<file path="config.mk">
export PLATFORM = sky130hd
export DESIGN_NAME = draw_once
export DESIGN_NICKNAME = d
export VERILOG_FILES = /design/src/rtl/draw_once.sv
export SDC_FILE = /design/constraint.sdc
export NUM_CORES = 1
export LEC_CHECK = 0
export BUFFER_PORTS_ARGS = -buffer_cell sky130_fd_sc_hd__buf_4
export CAP_MARGIN = 20
export CELL_PAD_IN_SITES_DETAIL_PLACEMENT = 1
export CELL_PAD_IN_SITES_GLOBAL_PLACEMENT = 2
export CORE_MARGIN = 5
export CORE_UTILIZATION = 26
export CTS_CLUSTER_SIZE = 16
export DETAILED_ROUTE_END_ITERATION = 8
export PLACE_DENSITY_LB_ADDON = 0.15
export SLEW_MARGIN = 10
export SYNTH_ARGS = -nofsm -noshare
export SYNTH_HDL_FRONTEND = slang
export SYNTH_SLANG_ARGS = --single-unit
</file>
<file path="constraint.sdc">
create_clock -name clk -period 2.6 [get_ports clk]
set_input_delay 0.26 -clock clk [delete_from_list [all_inputs] [get_ports clk]]
set_output_delay 0.26 -clock clk [all_outputs]
set_load 0.01 [all_outputs]
</file>
<file path="src/rtl/draw_once.sv">
// Random single-card draw from an availability vector: LFSR picks a start
// candidate, linear probing skips cards that are not available.
module draw_once #(
   parameter int          DECK_SIZE = 106,
   parameter logic [15:0] LFSR_SEED = 16'hACE1
) (
   input  logic                 clk,
   input  logic                 rst,
   input  logic                 interboard_rst,
   input  logic                 draw_one,
   input  logic [DECK_SIZE-1:0] available_card,
   output logic                 done,
   output logic                 ready,
   output logic [6:0]           drawn_card_idx
);

   localparam logic [1:0] S_IDLE   = 2'd0;
   localparam logic [1:0] S_SEARCH = 2'd1;
   localparam logic [1:0] S_DONE   = 2'd2;

   localparam logic [6:0] DECK = 7'(DECK_SIZE);
   localparam logic [6:0] LAST = 7'(DECK_SIZE - 1);

   logic [1:0]  state, state_n;
   logic [15:0] lfsr;
   logic [6:0]  cand, cand_n;
   logic [6:0]  probe, probe_n;
   logic [6:0]  idx_n;
   logic        done_n;
   logic        soft_rst;
   logic [6:0]  raw_cand;
   logic [6:0]  mapped_cand;

   assign soft_rst = ~rst | interboard_rst;
   assign ready    = (state == S_IDLE) & ~soft_rst;

   // A single subtraction folds 7-bit values into the deck range (deck of at least 64 cards)
   assign raw_cand    = lfsr[6:0];
   assign mapped_cand = (raw_cand >= DECK) ? raw_cand - DECK : raw_cand;

   always_ff @(posedge clk) begin
      if (!rst)
         lfsr <= LFSR_SEED;
      else
         lfsr <= {lfsr[0] ^ lfsr[2] ^ lfsr[3] ^ lfsr[5], lfsr[15:1]};

      if (soft_rst) begin
         state          <= S_IDLE;
         done           <= 1'b0;
         drawn_card_idx <= '0;
         probe          <= '0;
         cand           <= '0;
      end else begin
         state          <= state_n;
         done           <= done_n;
         drawn_card_idx <= idx_n;
         probe          <= probe_n;
         cand           <= cand_n;
      end
   end

   always_comb begin
      state_n = state;
      cand_n  = cand;
      probe_n = probe;
      idx_n   = drawn_card_idx;
      done_n  = 1'b0;
      case (state)
         S_IDLE: begin
            if (draw_one) begin
               cand_n  = mapped_cand;
               probe_n = '0;
               state_n = S_SEARCH;
            end
         end
         S_SEARCH: begin
            if (available_card[cand]) begin
               idx_n   = cand;
               done_n  = 1'b1;
               state_n = S_DONE;
            end else if (probe == LAST) begin
               // Every card probed without a hit: deck is empty
               state_n = S_IDLE;
            end else begin
               cand_n  = (cand == LAST) ? '0 : cand + 7'd1;
               probe_n = probe + 7'd1;
            end
         end
         S_DONE:  state_n = S_IDLE;
         default: state_n = S_IDLE;
      endcase
   end

endmodule

</file>
==> key figures <==
STA
  – RSZ-0062 raised after global routing: true
  – Slew @ Worst Pin: 0.8306 ns
  – Max Slew Vio Count: 0
  – Final setup violation count: 10
  – Fmax: 369.1 MHz
  – Setup Skew: 0.003356 ns
  – Post-route minimum period: 2.709 ns
  – Hold slack: 0.2411 ns
  – Fin crit share: 104.2%
  – Final setup margin: -0.1092 ns
  – Slew headroom: 44.52%
  – Final Hold Fails: 0

Clock network
  – Bufs on Longest Clock Path: 2
  – CTS HTree Levels: 2
  – Clk_lat worst skew: 0.28 ns
  – Clock root cell: clkbuf_16
  – Clock sinks: 40
  – TritonCTS Buffers: 5
  – CTS clk-pin slew, worst paths: 0.06 ns
  – CTS tree: built

Logic synthesis
  – Synth top area share: 27.08%
  – Register area share after synthesis: 27.08%
  – Post-synth top cells: 40 x dfxtp_1, 19 x nor2_1, 16 x mux2i_1, 16 x nand2_1, 15 x nand3_1
  – Syn_area_per_cell: 9.537 µm²
  – Primary FF master, synth: dfxtp_1
  – Dominant cell type by area after synthesis: dfxtp_1
  – FFs w/ async S/R, synth: 0%
  – Most common cell in the netlist: dfxtp_1
  – Mapped Cells: 310
  – Synth top area cells: dfxtp_1 27%, mux4_2 8.4%, mux4_1 6.2%
  – Syn Std Cell Area: 0.002957 mm²
  – Post-synth EDFFs: 0
  – Cell variety after synth: 64
  – Seq cells post-synth: 40
  – Synthesis Warnings: 0
  – Synth Net Count: 425

Floorplan
  – CORE AREA: 0.01127 mm²
  – Rows: 39
  – # IOs: 119
  – Chip Width: 116.6 µm
  – Die Y: 116.6 µm
  – Die Area: 0.01360 mm²
  – Initial Utilization: 26.23%

Power
  – Standby leakage power: 1.964 nW
  – Pwr/cell area: 409.5 mW/mm²
  – Peak VDD IR: 0.2681 mV

Route
  – Antenna viol nets, final: 0
  – Remaining routing DRC violations: 0
  – Iter 0 DRT Violations: 69
  – Initial DRT Pass Iterations: 4
  – DRT Wirelength: 11.28 mm
  – Total number of vias: 3125
  – DR WL/cell: 18.11 µm
  – Vias per cell: 5.016

Worst setup path
  – Crit Path Class: register to register
  – Max incr delay on CP: 0.49 ns
  – CP bufs+invs: 2
  – WP depth: 9
  – Reg2reg setup slack: -0.11 ns
  – WP data required: 2.81 ns
  – Cell chain of the critical path: buf_4 > mux4_2 > mux2_4 > o211a_4 > a211oi_4 > buf_6 > nor2_4 > or4_1 > a31oi_1
  – Endpoint class of the critical path: register
  – Crit path max fanout: 7
  – FF-to-FF path depth: 9
  – Startpoint type of the worst setup path: register
  – CP delay by family, top: multiplexers
  – Slowest CP cell: or4_1
  – CP arrival: 2.92 ns

GRT
  – Initial antenna violation count: 0
  – Overall Global Routing Usage: 15.89%
  – First-pass GRT wire length: 17.15 mm
  – Grt ovf: 0
  – Largest net degree at the start of global routing: 19
  – Number of global-route vias before repair: 3315

Job
  – Max-cap violation count: 0

Layout
  – Layout cell share with drive strength beyond 1: 52.92%
  – Nets: 594
  – # diodes: 0
  – Fillers: 1294
  – Fin cells: 623
  – Area grow syn2layout: 62.04%

Outcome
  – Failing checks: setup timing
  – Outcome: finished, violations left

Placement
  – Post-Place Worst Slack: -0.3025 ns
  – Port Buffers: 118
  – Dpl cells: 606
  – Final GP Congestion: 0.7561
  – Hpwl dp: 8.892 mm

Hold path
  – Hold path depth: 2
  – Worst hold path class: input pin to register
-- timing repair --
item / 4_1_cts / 5_1_grt
buffers inserted: 6 / 3
setup endpoints to repair: 22 / 22
pin swaps: 13 / 2
hold buffers: 0 / 0
gates resized for setup: 29 / 14
-- metal layers --
layer	global-route usage [%]	wire length, µm	up-vias
met5	0	0	-
met4	3.899	109	0
met3	2.539	683	10
met2	28.22	5598	70
met1	20.13	4890	1524
li1	-	-	1521
-- cells in the final DEF, fill, tap and decap left out, types with 3 or more instances in the layout --
master	instances
a21oi_1	6
buf_4	174
nand3_1	13
or3_1	3
nand2_1	16
a31oi_1	7
a211oi_1	3
o211ai_1	5
ha_1	5
dfxtp_1	37
nand2b_1	10
o21ai_0	9
mux4_2	16
nor2_1	18
and3_1	5
and2_1	10
nor3_1	4
o221ai_2	3
mux2i_1	14
nor2b_1	10
mux2_2	10
clkbuf_16	5
o22ai_1	3
inv_1	10
buf_12	3
buf_6	6
nor4_1	4
-- through the flow --
step	cell area (µm²)	power, mW	setup TNS (ns)	utilization [%]
final	4791	1.962	-0.4802	42.50
after global routing	4791	2.048	-2.446	42.50
after CTS	4707	1.963	-0.8836	41.76
after detailed placement	4368	1.171	-4.495	38.75
after global placement	4368	1.163	-3.772	38.75
after floorplan	2972	0.9020	0	-
-- flip-flops by register name, summed over array words and instances, names as in the netlist --
signal / flops
drawn_card_idx: 7
probe: 7
state: 2
cand: 7
done: 1
lfsr: 16
-- layout make-up --
cell class	instances	area, µm²	share of cell area, %
Multi-Input combinational cell	238	2150	44.87
Inverter	11	41.29	0.8618
Clock buffer	6	138.9	2.899
Tap cell	143	178.9	3.735
Timing Repair Buffer	183	1434	29.93
Sequential cell	40	809.5	16.90
Clock inverter	2	38.79	0.8096
-- worst paths after layout --
check                             start        to
worst max-delay path            cand[0]  probe[3]
worst min-delay path                rst  lfsr[15]
worst max register to register  cand[0]  probe[3]
worst min register to register  lfsr[7]   lfsr[6]
-- power by group --
part / internal [mW] / leakage, nW / switching [mW]
sequential: 0.636 / 0.329 / 0.0237
clock: 0.481 / 0.0871 / 0.255
combinational: 0.340 / 1.55 / 0.227
total: 1.46 / 1.96 / 0.506
-- worst reg2reg max path, cell delays in order, from the launching register on --
cell	delay (ns)
dfxtp_4	0.42
buf_4	0.14
mux4_2	0.48
mux2_4	0.30
o211a_4	0.27
a211oi_4	0.21
buf_6	0.15
nor2_4	0.06
or4_1	0.49
a31oi_1	0.13
-- kinds of logic after synthesis --
family / synth area share [%]
AOI/OAI and AO/OA: 18.24
xor gates and xnor gates: 1.185
adders and majority gates: 2.116
buffers and inverters: 5.290
DFF: 27.08
muxes: 24.97
and+or+nand+nor: 21.12
(Power assumes the default switching activity.)
